`src/rtl/udps_test_pkg.sv`:
```
`default_nettype none
// ============================================================================
// Module   : udps_test_pkg
// Purpose  : Shared types and helpers for the udps_test_gates gate bank:
//            internal three-value code, Z->X collapse, gate function select.
// Revision : 1.0 - initial release
// ============================================================================
package udps_test_pkg;

  // Internal value code; Z never exists past the input decode.
  typedef enum logic [1:0] {
    L0 = 2'd0,
    L1 = 2'd1,
    LX = 2'd2
  } tv_e;

  typedef enum logic [1:0] {
    FN_AND = 2'd0,
    FN_OR  = 2'd1,
    FN_XOR = 2'd2
  } gate_fn_e;

  typedef struct packed {
    gate_fn_e fn;
    logic     inv;
  } gate_sel_t;

  localparam int GATE_CNT = 8;

  // Bit positions inside the registered result vector
  localparam int GI_NOT  = 0;
  localparam int GI_BUF  = 1;
  localparam int GI_AND  = 2;
  localparam int GI_OR   = 3;
  localparam int GI_XOR  = 4;
  localparam int GI_NAND = 5;
  localparam int GI_NOR  = 6;
  localparam int GI_XNOR = 7;

  // case matching is exact, so X and Z both fall to the default arm
  function automatic tv_e to_tv(input logic v);
    case (v)
      1'b0:    return L0;
      1'b1:    return L1;
      default: return LX;
    endcase
  endfunction

  // Logical inversion that keeps unknown unknown
  function automatic tv_e tv_inv(input tv_e v);
    case (v)
      L0:      return L1;
      L1:      return L0;
      default: return LX;
    endcase
  endfunction

  // Back to a pin value; an unknown result drives X, never Z
  function automatic logic from_tv(input tv_e v);
    case (v)
      L0:      return 1'b0;
      L1:      return 1'b1;
      default: return 1'bx;
    endcase
  endfunction

endpackage
`default_nettype wire

```
`src/rtl/udps_test_gates_if.sv`:
```
`default_nettype none
// ============================================================================
// Module   : udps_test_gates_if
// Purpose  : Operand and result bundle of the udps_test_gates gate bank.
//            in_unknown exists only when UDPS_TEST_XFLAG_EN is defined.
// Revision : 1.0 - initial release
// ============================================================================
interface udps_test_gates_if;
  logic src1;
  logic src2;
  logic src3;
  logic out_not;
  logic out_buf;
  logic out_and;
  logic out_or;
  logic out_xor;
  logic out_nand;
  logic out_nor;
  logic out_xnor;
`ifdef UDPS_TEST_XFLAG_EN
  logic in_unknown;
`endif

  modport master (
    output src1, src2, src3,
    input  out_not, out_buf, out_and, out_or, out_xor,
    input  out_nand, out_nor, out_xnor
`ifdef UDPS_TEST_XFLAG_EN
    , input in_unknown
`endif
  );

  modport slave (
    input  src1, src2, src3,
    output out_not, out_buf, out_and, out_or, out_xor,
    output out_nand, out_nor, out_xnor
`ifdef UDPS_TEST_XFLAG_EN
    , output in_unknown
`endif
  );
endinterface
`default_nettype wire

```
`src/rtl/udps_tv_eval.sv`:
```
`default_nettype none
// ============================================================================
// Module   : udps_tv_eval
// Purpose  : Combinational three-input AND/OR/XOR evaluator on the internal
//            three-value code, with optional output inversion.
// Revision : 1.0 - initial release
// ============================================================================
module udps_tv_eval
  import udps_test_pkg::*;
(
  input  tv_e       a,
  input  tv_e       b,
  input  tv_e       c,
  input  gate_sel_t sel,
  output tv_e       y
);

  tv_e raw;

  // Operands come from the exact-match decode, so they are always known
  // codes and plain equality on them is safe.
  always_comb begin
    raw = LX;
    case (sel.fn)
      FN_AND: begin
        if (a == L0 || b == L0 || c == L0)      raw = L0;
        else if (a == L1 && b == L1 && c == L1) raw = L1;
        else                                    raw = LX;
      end
      FN_OR: begin
        if (a == L1 || b == L1 || c == L1)      raw = L1;
        else if (a == L0 && b == L0 && c == L0) raw = L0;
        else                                    raw = LX;
      end
      FN_XOR: begin
        if (a == LX || b == LX || c == LX) raw = LX;
        else raw = tv_e'({1'b0, (a == L1) ^ (b == L1) ^ (c == L1)});
      end
      default: raw = LX;
    endcase
    y = sel.inv ? tv_inv(raw) : raw;
  end

endmodule
`default_nettype wire

```
`src/rtl/udps_test_gates.sv`:
```
`default_nettype none
// ============================================================================
// Module   : udps_test_gates
// Purpose  : Registered four-state gate bank (not, buf, and, or, xor, nand,
//            nor, xnor) on three 1-bit operands with primitive X semantics.
//            Optional macro UDPS_TEST_XFLAG_EN adds the in_unknown flag.
// Revision : 1.0 - initial release
// ============================================================================
module udps_test_gates
  import udps_test_pkg::*;
(
  input  logic              clk,
  input  logic              rst,
  udps_test_gates_if.slave  bus
);

  localparam gate_sel_t SEL_AND = '{fn: FN_AND, inv: 1'b0};
  localparam gate_sel_t SEL_OR  = '{fn: FN_OR,  inv: 1'b0};
  localparam gate_sel_t SEL_XOR = '{fn: FN_XOR, inv: 1'b0};

  tv_e a_tv, b_tv, c_tv;
  tv_e and_tv, or_tv, xor_tv;

  logic [GATE_CNT-1:0] gates_d;
  logic [GATE_CNT-1:0] gates_q;

  // Collapse Z onto X at the pins; nothing downstream sees Z
  always_comb begin
    a_tv = to_tv(bus.src1);
    b_tv = to_tv(bus.src2);
    c_tv = to_tv(bus.src3);
  end

  udps_tv_eval u_and (.a(a_tv), .b(b_tv), .c(c_tv), .sel(SEL_AND), .y(and_tv));
  udps_tv_eval u_or  (.a(a_tv), .b(b_tv), .c(c_tv), .sel(SEL_OR),  .y(or_tv));
  udps_tv_eval u_xor (.a(a_tv), .b(b_tv), .c(c_tv), .sel(SEL_XOR), .y(xor_tv));

  // Next-state result vector; inverted gates derive from their true form
  always_comb begin
    gates_d          = '0;
    gates_d[GI_NOT]  = from_tv(tv_inv(a_tv));
    gates_d[GI_BUF]  = from_tv(a_tv);
    gates_d[GI_AND]  = from_tv(and_tv);
    gates_d[GI_OR]   = from_tv(or_tv);
    gates_d[GI_XOR]  = from_tv(xor_tv);
    gates_d[GI_NAND] = from_tv(tv_inv(and_tv));
    gates_d[GI_NOR]  = from_tv(tv_inv(or_tv));
    gates_d[GI_XNOR] = from_tv(tv_inv(xor_tv));
  end

  // Output register; an unknown rst takes the else branch (not asserted)
  always_ff @(posedge clk) begin
    if (rst) gates_q <= '0;
    else     gates_q <= gates_d;
  end

  assign bus.out_not  = gates_q[GI_NOT];
  assign bus.out_buf  = gates_q[GI_BUF];
  assign bus.out_and  = gates_q[GI_AND];
  assign bus.out_or   = gates_q[GI_OR];
  assign bus.out_xor  = gates_q[GI_XOR];
  assign bus.out_nand = gates_q[GI_NAND];
  assign bus.out_nor  = gates_q[GI_NOR];
  assign bus.out_xnor = gates_q[GI_XNOR];

`ifdef UDPS_TEST_XFLAG_EN
  logic xflag_d;
  logic xflag_q;

  // Any operand outside {0,1} raises the flag
  always_comb begin
    xflag_d = (a_tv == LX) || (b_tv == LX) || (c_tv == LX);
  end

  // Flag register, aligned with the gate results
  always_ff @(posedge clk) begin
    if (rst) xflag_q <= 1'b0;
    else     xflag_q <= xflag_d;
  end

  assign bus.in_unknown = xflag_q;
`endif

endmodule
`default_nettype wire

```
`src/flat_wrapper.sv`:
```
// flat-port wrapper written by rule: the top's interface ports become plain ports
module udps_test_gates_flat import udps_test_pkg::*;
  (clk, rst, bus_src1, bus_src2, bus_src3, bus_out_not, bus_out_buf, bus_out_and, bus_out_or, bus_out_xor, bus_out_nand, bus_out_nor, bus_out_xnor);
  udps_test_gates_if bus_i ();
  input  logic clk;
  input  logic rst;
  input wire logic [$bits(bus_i.src1)-1:0] bus_src1;
  input wire logic [$bits(bus_i.src2)-1:0] bus_src2;
  input wire logic [$bits(bus_i.src3)-1:0] bus_src3;
  output wire logic [$bits(bus_i.out_not)-1:0] bus_out_not;
  output wire logic [$bits(bus_i.out_buf)-1:0] bus_out_buf;
  output wire logic [$bits(bus_i.out_and)-1:0] bus_out_and;
  output wire logic [$bits(bus_i.out_or)-1:0] bus_out_or;
  output wire logic [$bits(bus_i.out_xor)-1:0] bus_out_xor;
  output wire logic [$bits(bus_i.out_nand)-1:0] bus_out_nand;
  output wire logic [$bits(bus_i.out_nor)-1:0] bus_out_nor;
  output wire logic [$bits(bus_i.out_xnor)-1:0] bus_out_xnor;
  assign bus_i.src1 = bus_src1;
  assign bus_i.src2 = bus_src2;
  assign bus_i.src3 = bus_src3;
  assign bus_out_not = bus_i.out_not;
  assign bus_out_buf = bus_i.out_buf;
  assign bus_out_and = bus_i.out_and;
  assign bus_out_or = bus_i.out_or;
  assign bus_out_xor = bus_i.out_xor;
  assign bus_out_nand = bus_i.out_nand;
  assign bus_out_nor = bus_i.out_nor;
  assign bus_out_xnor = bus_i.out_xnor;
  udps_test_gates u_core (.clk(clk), .rst(rst), .bus(bus_i));
endmodule
```
`config.mk`:
```
export PLATFORM = sky130hd
export DESIGN_NAME = udps_test_gates_flat
export DESIGN_NICKNAME = d
export VERILOG_FILES = /design/src/rtl/udps_test_pkg.sv /design/src/rtl/udps_test_gates_if.sv /design/src/rtl/udps_tv_eval.sv /design/src/rtl/udps_test_gates.sv /design/src/flat_wrapper.sv
export SDC_FILE = /design/constraint.sdc
export NUM_CORES = 1
export LEC_CHECK = 0
export BUFFER_PORTS_ARGS = -buffer_cell sky130_fd_sc_hd__buf_4
export CELL_PAD_IN_SITES_DETAIL_PLACEMENT = 0
export CELL_PAD_IN_SITES_GLOBAL_PLACEMENT = 1
export CORE_AREA = 4 4 41 43
export DETAILED_ROUTE_END_ITERATION = 8
export DIE_AREA = 0 0 45 47
export PLACE_DENSITY = 0.57
export SLEW_MARGIN = 5
export SYNTH_ARGS = -nofsm -noshare
export SYNTH_HDL_FRONTEND = slang
export SYNTH_SLANG_ARGS = --single-unit
export TNS_END_PERCENT = 20
```
`constraint.sdc`:
```
create_clock -name clk -period 0.8 [get_ports clk]
set_input_delay 0.04 -clock clk [delete_from_list [all_inputs] [get_ports clk]]
set_output_delay 0.04 -clock clk [all_outputs]
set_load 0.01 [all_outputs]
```
; ---- After elaboration in Yosys (flattened, before gate mapping)
; Cells that the tools add are included.
[op_classes]
reduce_logical = 20
muxes = 20
n_mul = 0
bitwise_logic = 5
addsub = 0
shift = 0
eq_ne = 13
div_mod_pow = 0
order_cmp = 0
[op_table]
columns = op, n
row1 = 2-bit case mux with 2 select lines, 7
row2 = "2-bit by 1-bit == test with 1-bit output, second input constant", 10
row3 = 2-bit logical NOT, 10
row4 = 1-bit case mux with 2 select lines, 8
row5 = 2-bit 2-to-1 mux, 5
row6 = "2-bit == test, second input constant", 3
row7 = 1-bit logical OR, 6
row8 = 1-bit logical AND, 4
row9 = 1-bit inverter, 3
row10 = 1-bit XOR, 2
[totals]
latch_bits = 0
romBits = 0
ff_bits = 8
ramBits = 0
input_bits = 5
memories = 0

; ---- Longest topological paths before layout
; Gate-level depths: netlist of the first run.
[logic_depth]
depth_word = 11
ltp_mapped = 4
mapped_depth_nobuf = 4

; ---- Cells and area by module
; Synthesis of the first run repeated with hierarchy kept, for this count alone.
[unflattened]
cells_unflattened = 109
area_unflattened_um2 = 838.3
[modules_own_cells]
columns = module, n_inst, cells_each, seq_area_each_um2, area_each_um2
row1 = udps_tv_eval, 3, 30, 0.0, 198.9
row2 = udps_test_gates, 1, 19, 160.2, 241.5

; ---- Least setup slack after synthesis of the first run
; Ideal clock, no wire load.
[synth_timing]
path_kind = input to register
start = input bus_src2
end = register u_core.gates_q[4]
arrival_time_ns = 0.687
setup_ns = 0.116
n_path_buf = 0
stages = 4
path_slack_ns = -0.003
cell_sequence = inv_1 > ha_1 > xor2_1 > and2b_2
[synth_via]
elab_chain_cells = 8
[synth_rtl]
columns = item, line_no
row1 = "start, declared", flat_wrapper.sv:8  ; input wire logic [$bits(bus_i.src2)-1:0] bus_src2;
row2 = 1-bit inverter, -
row3 = 2-bit case mux with 2 select lines *, udps_test_pkg.sv:42  ; case (v)
row4 = 2-bit by 1-bit == test with 1-bit output / 2-bit == test (equally long branches), -
row5 = 1-bit XOR / 1-bit logical OR (equally long branches) (2 in series), -
row6 = 2-bit 2-to-1 mux *, udps_tv_eval.sv:36  ; if (a == LX || b == LX || c == LX) raw = LX;
row7 = 2-bit by 1-bit == test with 1-bit output / 2-bit logical NOT (equally long branches), udps_test_pkg.sv:60  ; case (v)
row8 = 1-bit case mux with 2 select lines *, udps_test_pkg.sv:60
row9 = "end signal, assigned", udps_test_gates.sv:54  ; else gates_q <= gates_d;
row10 = "end, declared", udps_test_gates.sv:25  ; logic [GATE_CNT-1:0] gates_q;
; Every way passes the cells marked *; elsewhere a longest branch is shown, timed or not. The select of a mux whose other input is x is not followed.
; A chain may end at the register's enable or synchronous reset.

; ---- Worst setup path in the final report of the first run
[layout_timing]
start = input rst
end = register u_core.gates_q[4]
[layout_lines]
columns = item, line_no
row1 = "start, declared", flat_wrapper.sv:6  ; input logic rst;
; No word-level cell between the ends.

==> results.md, run 1 <==
- GPL Wtd Cong: between 0.7 and 0.8
- Synthesized netlist cell count: 24
- Die footprint: 2120 um2
- Worst endpoint data arrival time: 910 ps
- Initial Utilization: 19.6%
- Seq cells post-synth: 8
- I/O Pins: 13
- Area of the multi-input gates: a little under 80 um2
- Hold slack: approximately 47 ps
- Worst-margin pin slew: between 150 and 200 ps
- Post-cts repair resize count: 0
- Leak: 0.217 nW
- Total track usage: 6.20%
- Max-cap violations: 0
- Area Overhead vs Synth: 67.2%
- Post-synth EDFFs: 0
- Met3 usage: between 2 and 3%
- CP endpoint kind: register
- Sw Share: 21.4%
- Number of core rows: 13
- Setup TNS Final: 0 ps
- Diodes inserted: 0
- Drt drc: 0
- Max H-tree Level: 1
- YS warnings: 0
- Async set-reset flop share out of synthesis: 0%
- Vias: around 200
- Min-Delay Path Class: input pin to register
- Comb pwr share: 14.9%
- Top area cells in the synthesized netlist: dfxtp_1 63%, ha_1 9.8%, nor2_1 5.9%, inv_1 4.4%, a21oi_1 3.9%
- Worst slew margin: 89.8%
- Max reg flops: 8
- RSZ-0062 raised after global routing: no
- # fillers: ~150
- VDD IR max: 0.608 mV
- Status: complete, no violations
- Die Ht: 47 um
- Distinct cells, synth: 10
- Min Tclk post-route: 764 ps
- Initial antenna violation count: 0
- Final HPWL DP: 360 um
- Pre-CTS setup slack: -111 ps
- Final slew viol count: 0
- Final hold vios: 0
- Power share of the clock group: approximately a third
- Period utilisation layout: 95.5%
- Psw: 0.183 mW
- Post-DP Area: 374 um2
- Synthesized net count: 31
- Finished Cell Area: 427 um2
- Final WS setup: 36.3 ps
- Core area: approximately 1300 um2
- Reg clk slew, reported paths: 50 ps
- Via-per-instance ratio: 3.40
- Post-synthesis sequential area ratio: around 63%
- Power Density: 2000 nW/um2
- Worst path required time: 940 ps
- GR peak layer: met4
- Top Registers: u_core.gates_q: 8 flops
- First-pass GRT wire length: 828 um
- Hold Startpoint: bus_src1
- Clk root buf: clkbuf_4
- Max Buffers Root-to-Sink: 2
- Die W: 45 um
- Cell Area, Synth: 255 um2
- Startpoint class of the critical path: input pin
- Top reg by flops: u_core.gates_q
- Register Area: 160 um2
- Clock Sinks: 8
- Top_reg_cell synth: dfxtp_1
- WL per Instance: 7.93 um
- Part of the power in registers: 50.4%
- Drt total wl: ~460 um
- CP startpoint: rst
- Layout cell share with drive strength beyond 1: 41.9%
- Layout net count: 52
- P_int: 0.671 mW
- Remaining global-route overflow: 0
- Top-count cell post-synth: dfxtp_1
- Met2 usage: 7.91%
- Max FO, Critical Path: 8
- WS Path Type: input pin to register
- Max Fclk: 1310 MHz
- PortBufs: 12
- Commonest cells post-synth: 8 x dfxtp_1, 4 x nor2_1, 3 x inv_1
- Largest net degree at the start of global routing: 9
- Buffers inserted by post-CTS timing repair: 0
- Met1 usage: 6.47%
- Iteration-0 DRC Markers: 8
- Area leader, netlist: dfxtp_1
- Setup violators final: 0
- Area share of the leading cell type in the synthesized netlist: 62.7%
- # hold bufs at CTS: 3
- TritonCTS buffer count: 3
- Antenna viol nets, final: 0
- Vias in the first global route: 199
- Avg Cell Area, Syn: 10.6 um2
- Initial DRT Pass Iterations: 2
- CTS tree: yes
==> power by group through the flow <==
stage / clock (mW) / combinational (mW) / sequential (mW)
5_1_grt: 0.336 / 0.147 / 0.431
4_1_cts: 0.314 / 0.130 / 0.430
2_1_floorplan: 0 / 0.0348 / 0.453
6_report: 0.296 / 0.127 / 0.430
3_3_place_gp: 0 / 0.116 / 0.438
3_5_place_dp: 0 / 0.118 / 0.438
==> layer usage <==
layer | vias to the layer above | wire length (um)
li1 | 110 | -
met1 | 78 | 193
met2 | 9 | 209
met3 | 0 | 57
met4 | 0 | 0
met5 | - | 0
==> cell families after synthesis <==
group | count (synthesis) | share of synthesized area, %
AO/OA/AOI/OAI | 2 | 3.92
XOR/XNOR | 1 | 3.43
adder cells (fa/ha/maj) | 2 | 9.80
buffers and inverters | 4 | 6.37
flip-flops | 8 | 62.7
AND/OR/NAND/NOR | 7 | 13.7
==> worst max-delay path, stage by stage <==
cell and delay (ps):
dlygate4sd3_1 520, buf_4 140, and2b_2 210
==> stage by stage <==
step,cells,utilization (%),power [mW]
3_3_place_gp,52,28.7,0.555
5_1_grt,58,32.8,0.915
2_1_floorplan,24,-,0.488
6_report,58,32.8,0.853
3_5_place_dp,52,28.7,0.557
4_1_cts,58,32.8,0.874
==> final timing paths <==
path,endpoint,slack (ps),cells past startpoint
setup / recovery,u_core.gates_q[4]$_SDFF_PP0_,40,3
hold / removal,u_core.gates_q[1]$_SDFF_PP0_,50,3
==> placed cells by master (no fill, tap or decap) <==
master,n
nand2_1,1
dlygate4sd3_1,3
ha_1,2
xor2_1,1
nor3b_1,1
and2b_2,1
buf_4,14
inv_1,3
a21oi_1,2
dfxtp_1,8
clkbuf_4,3
nor2_1,4
==> layout make-up <==
cell class	instances	share of cell area, %
Multi-Input combinational cell	12	18.5
Sequential cell	8	37.5
Tap cell	15	4.40
Clock buffer	3	5.28
Inverter	3	2.64
Timing Repair Buffer	17	31.7
No activity file was read; power rests on OpenSTA's default activity.
==> inputs of run 2 (changes only) <==
--- a/config.mk
+++ b/config.mk
@@ -5,7 +5,7 @@
 export SDC_FILE = /design/constraint.sdc
 export NUM_CORES = 1
 export LEC_CHECK = 0
-export BUFFER_PORTS_ARGS = -buffer_cell sky130_fd_sc_hd__buf_4
+export BUFFER_PORTS_ARGS = -buffer_cell sky130_fd_sc_hd__clkbuf_2
 export CELL_PAD_IN_SITES_DETAIL_PLACEMENT = 0
 export CELL_PAD_IN_SITES_GLOBAL_PLACEMENT = 1
 export CORE_AREA = 4 4 41 43
==> results.md, run 2 (same netlist as run 1, synthesis figures left out) <==
- Status: complete, no violations
- Max H-tree Level: 1 (unchanged)
- Final core utilization: 28.2% (-4.6 points)
- Initial antenna violation count: 0 (unchanged)
- Final hold vios: 0 (unchanged)
- Max-cap violations: 0 (unchanged)
- First-pass GRT wire length: 772 um (-6.8%)
- WL per Instance: 7.73 um (-2.6%)
- TritonCTS buffer count: 3 (unchanged)
- Diodes inserted: 0 (unchanged)
- Startpoint class of the critical path: register
- Hold slack: 29.8 ps (-17.5 ps)
- Core area: 1300 um2 (unchanged)
- Initial DRT Pass Iterations: 1 (-1)
- Remaining global-route overflow: 0 (unchanged)
- Die Ht: 47 um (unchanged)
- I/O Pins: 13 (unchanged)
- Layout net count: 49 (-5.8%)
- Max FO, Critical Path: 1 (-7)
- M1 WL: 181 um (-6.2%)
- Highest metal used: met4
- Worst-margin pin slew: 164 ps (+11.2 ps)
- Pwr Total: 0.828 mW (-3.0%)
- Setup violators final: 0 (unchanged)
- RSZ-0062 raised after global routing: no
- Buffers inserted by post-CTS timing repair: 0 (unchanged)
- Max reg flops: 8 (unchanged)
- Power Density: 2260 nW/um2 (+13%)
- Commonest non-fill, non-tap cells in the layout: 12 x clkbuf_2, 8 x dfxtp_1, 4 x nor2_1
- Worst endpoint data arrival time: 680 ps (-230 ps)
- Final HPWL DP: 353 um (-2.2%)
- Die W: 45 um (unchanged)
- Max Fclk: 1390 MHz (+6.4%)
- Top Registers: u_core.gates_q: 8 flops
- Drt total wl: 425 um (-7.6%)
- # hold bufs at CTS: 0 (-3)
- # fillers: 153 (+5.5%)
- Crit path largest cell delay: 310 ps (-210 ps)
- Met2 WL post-DR: 168 um (-20%)
- WS Path Type: register to output pin
- Min-Delay Path Class: input pin to register
- Iteration-0 DRC Markers: 0 (-8)
- CTS tree: yes
- Antenna viol nets, final: 0 (unchanged)
- Slowest-stage cell, CP: dfxtp_1
- Vias in the first global route: 204 (+2.5%)
- Buffers and inverters on the worst path: 1 (-1)
- Number of core rows: 13 (unchanged)
- GPL Wtd Cong: 0.719 (+0.57%)
- Total track usage: 5.72% (-0.48 points)
- Via-per-instance ratio: 3.56 (+4.9%)
- PortBufs: 12 (unchanged)
- Area Overhead vs Synth: 43.6%
- Reg clk slew, reported paths: 50 ps (about the same)
- Max Buffers Root-to-Sink: 2 (unchanged)
- Min Tclk post-route: 718 ps (-46.0 ps)
- VDD IR max: 0.784 mV (+29%)
- Vias: 196 (-0.51%)
- Layout cell share with drive strength beyond 1: 45.0% (+3.1 points)
- Leak: 0.196 nW (-9.7%)
- Worst path top cell family by delay: flip-flops
- CP endpoint kind: output pin
- Met3 routed WL: 63 um (+11%)
- Die footprint: 2120 um2 (unchanged)
- Top reg by flops: u_core.gates_q
- Clk root buf: clkbuf_4
- Most common cell after layout, fill and taps aside: clkbuf_2
- Post-cts repair resize count: 0 (unchanged)
- Final slew viol count: 0 (unchanged)
- Period utilisation layout: 89.7% (-5.7 points)
- Cell chain of the critical path: clkbuf_2
- Clock Sinks: 8 (unchanged)
- Drt drc: 0 (unchanged)
- Initial Utilization: 19.6% (unchanged)
- Worst path required time: 760 ps (-180 ps)
- Largest net degree at the start of global routing: 9 (unchanged)
- Worst slew margin: 89.1% (-0.73 points)
## run 2: cell count changes in the layout (fill, tap and decap cells not counted)
| cell | change |
|---|---|
| buf_4 | -12 |
| dlygate4sd3_1 | -3 |
| clkbuf_2 | +12 |
## run 2: stage by stage
| stage | cell area, um2 | TNS [ps] | worst slack (ps) | std cells |
|---|---|---|---|---|
| 2_1_floorplan | 255 | 0 | 4.22 | 24 |
| 3_3_place_gp | 344 | -116 | -116 | 52 |
| 3_5_place_dp | 344 | -147 | -131 | 52 |
| 4_1_cts | 367 | 0 | 70.5 | 55 |
| 5_1_grt | 367 | 0 | 36.8 | 55 |
| 6_report | 367 | 0 | 82.3 | 55 |
## run 2: final cells by class
type / count / area (um2) / share of cell area (%)
flip-flops and latches: 8 / 160 / 43.7
repair buffers: 14 / 75.1 / 20.5
well taps: 15 / 18.8 / 5.12
inverters: 3 / 11.3 / 3.07
clock buffers: 3 / 22.5 / 6.14
multi-input cells: 12 / 78.8 / 21.5
## run 2: final timing paths
check / startpoint / to / slack (ps) / cells past startpoint
setup / recovery: u_core.gates_q[3]$_SDFF_PP0_ / bus_out_or / 80 / 1
hold / removal: bus_src1 / u_core.gates_q[1]$_SDFF_PP0_ / 30 / 3
## run 2: report_power, final
| part | leakage (nW) | internal [mW] | switching [mW] |
|---|---|---|---|
| Combinational | 0.116 | 0.0463 | 0.0492 |
| Sequential | 0.0665 | 0.424 | 0.00577 |
| Clock | 0.0138 | 0.171 | 0.131 |
## run 2: routing by layer
metal  GRT usage [%]  up-vias
li1                -      104
met1            5.77       79
met2            7.34       11
met3            2.30        2
met4            8.77        0
met5               0        -
==> inputs of run 3 (changes only) <==
--- a/config.mk
+++ b/config.mk
@@ -11,7 +11,7 @@
 export CORE_AREA = 4 4 41 43
 export DETAILED_ROUTE_END_ITERATION = 8
 export DIE_AREA = 0 0 45 47
-export PLACE_DENSITY = 0.57
+export PLACE_DENSITY = 0.55
 export SLEW_MARGIN = 5
 export SYNTH_ARGS = -nofsm -noshare
 export SYNTH_HDL_FRONTEND = slang
==> constraint.sdc (replaced) <==
create_clock -name clk -period 0.9 [get_ports clk]
set_input_delay 0.045 -clock clk [delete_from_list [all_inputs] [get_ports clk]]
set_output_delay 0.045 -clock clk [all_outputs]
set_load 0.01 [all_outputs]
==> results.md, run 3 (same netlist as run 1, synthesis figures left out) <==
- Status: complete, no violations
- Reg clk slew, reported paths: 50 ps (about the same)
- Diodes inserted: 0 (unchanged)
- Buffers inserted by post-CTS timing repair: 0 (unchanged)
- Core area: 1300 um2 (unchanged)
- Worst slew margin: 88.8% (-0.29 points)
- Top Registers: u_core.gates_q: 8 flops
- Setup TNS Final: 0 ps (unchanged)
- Min Tclk post-route: between 700 and 800 ps
- Post-cts repair resize count: 0 (unchanged)
- Remaining global-route overflow: 0 (unchanged)
- Most common cell after layout, fill and taps aside: clkbuf_2
- Commonest non-fill, non-tap cells in the layout: 12 x clkbuf_2, 8 x dfxtp_1, 4 x nor2_1
- Largest net degree at the start of global routing: 9 (unchanged)
- Max Buffers Root-to-Sink: 2 (unchanged)
- WS Path Type: register to output pin
- VDD IR max: 0.460 mV (-41%)
- Worst-margin pin slew: 168 ps (+4.40 ps)
- First-pass GRT wire length: 669 um (-13%)
- GPL Wtd Cong: 0.704 (-2.1%)
- Top reg by flops: u_core.gates_q
- Clk root buf: clkbuf_4
- # hold bufs at CTS: 0 (unchanged)
- Crit path largest cell delay: 310 ps (about the same)
- PortBufs: 12 (unchanged)
- Die Ht: 47 um (unchanged)
- Final hold vios: 0 (unchanged)
- # fillers: 158 (+3.3%)
- Antenna viol nets, final: 0 (unchanged)
- Pwr Total: 0.731 mW (-12%)
- Pre-CTS setup slack: -47.5 ps (+83.9 ps)
- Die footprint: 2120 um2 (unchanged)
- Number of core rows: 13 (unchanged)
- Min-Delay Path Class: input pin to register
- Setup violators final: 0 (unchanged)
- Startpoint class of the critical path: register
- Max Fclk: 1390 MHz
- Buffers and inverters on the worst path: 1 (unchanged)
- Post-Layout Cell Count: 56 (+1.8%)
- Initial antenna violation count: 0 (unchanged)
- Die W: 45 um (unchanged)
- CP endpoint kind: output pin
- Clock Sinks: 8 (unchanged)
- Slowest-stage cell, CP: dfxtp_1
- Total track usage: 5.38% (-0.33 points)
- Worst endpoint data arrival time: 670 ps (about the same)
- Drt total wl: 480 um (+13%)
- Drt drc: 0 (unchanged)
- Initial DRT Pass Iterations: 2 (+1)
- Stages on worst setup path: 1 (unchanged)
- Layout cell share with drive strength beyond 1: 46.3% (+1.3 points)
- Max reg flops: 8 (unchanged)
- Worst Setup EP: bus_out_not
- Via-per-instance ratio: 3.70 (+3.7%)
- Met1 usage: 3.89% (-1.9 points)
- Worst path required time: 850 ps (+90 ps)
- Max-cap violations: 0 (unchanged)
- Met2 usage: 7.34% (unchanged)
- Vias: 207 (+5.6%)
- Area Overhead vs Synth: 46.6%
- Met3 usage: 2.68% (+0.38 points)
- Worst path top cell family by delay: flip-flops
- Vias in the first global route: 168 (-18%)
- Hold slack: 46.1 ps (+16.3 ps)
- Cell chain of the critical path: clkbuf_2
- Final WS setup: 183 ps (+101 ps)
- GR peak layer: met4
- Leak: 0.201 nW (+2.4%)
- Number of placed cells counting well taps: 53 (+1.9%)
- WL per Instance: 8.57 um (+11%)
- Max H-tree Level: 1 (unchanged)
- CTS tree: yes
- Final slew viol count: 0 (unchanged)
- Max FO, Critical Path: 1 (unchanged)
- I/O Pins: 13 (unchanged)
- Final HPWL DP: 403 um (+14%)
- Iteration-0 DRC Markers: 7 (+7)
- RSZ-0062 raised after global routing: no
- TritonCTS buffer count: 3 (unchanged)
- Power Density: 1950 nW/um2 (-13%)
- Initial Utilization: 19.6% (unchanged)
- Period utilisation layout: about four fifths
- CP startpoint: u_core.gates_q[0]$_SDFF_PP0_
- Layout net count: 50 (+2.0%)
run 3: area by class of cell:
type	instances	area [um2]	area share, %
clock buffers	3	22.5	6.02
flip-flops and latches	8	160	42.8
well taps	15	18.8	5.02
repair buffers	15	82.6	22.1
multi-input cells	12	78.8	21.1
inverters	3	11.3	3.01
run 3: worst min path at each step:
stage	from	end	slack [ps]	cells after the start
floorplan	bus_src1	u_core.gates_q[0]$_SDFF_PP0_	120	1
global placement	bus_src3	u_core.gates_q[6]$_SDFF_PP0_	290	2
detailed placement	bus_src3	u_core.gates_q[6]$_SDFF_PP0_	300	2
CTS	bus_src3	u_core.gates_q[6]$_SDFF_PP0_	40	2
global route	bus_src3	u_core.gates_q[5]$_SDFF_PP0_	60	2
finish	bus_src3	u_core.gates_q[6]$_SDFF_PP0_	50	2
run 3: report_power, final:
group	leakage [nW]	switching [mW]	internal, mW
clock network	0.0138	0.106	0.152
registers	0.0665	0.00482	0.377
logic	0.121	0.0463	0.0443
run 3: through the flow:
stage	utilization [%]	instance area [um2]
floorplan	-	255
global placement	27.0	352
detailed placement	27.0	352
CTS	28.7	374
global route	28.7	374
finish	28.7	374
run 3: routing by layer:
layer	up-vias	routed length, um
li1	108	-
met2	7	257
met4	0	25
met1	90	158
met5	-	0
met3	2	38
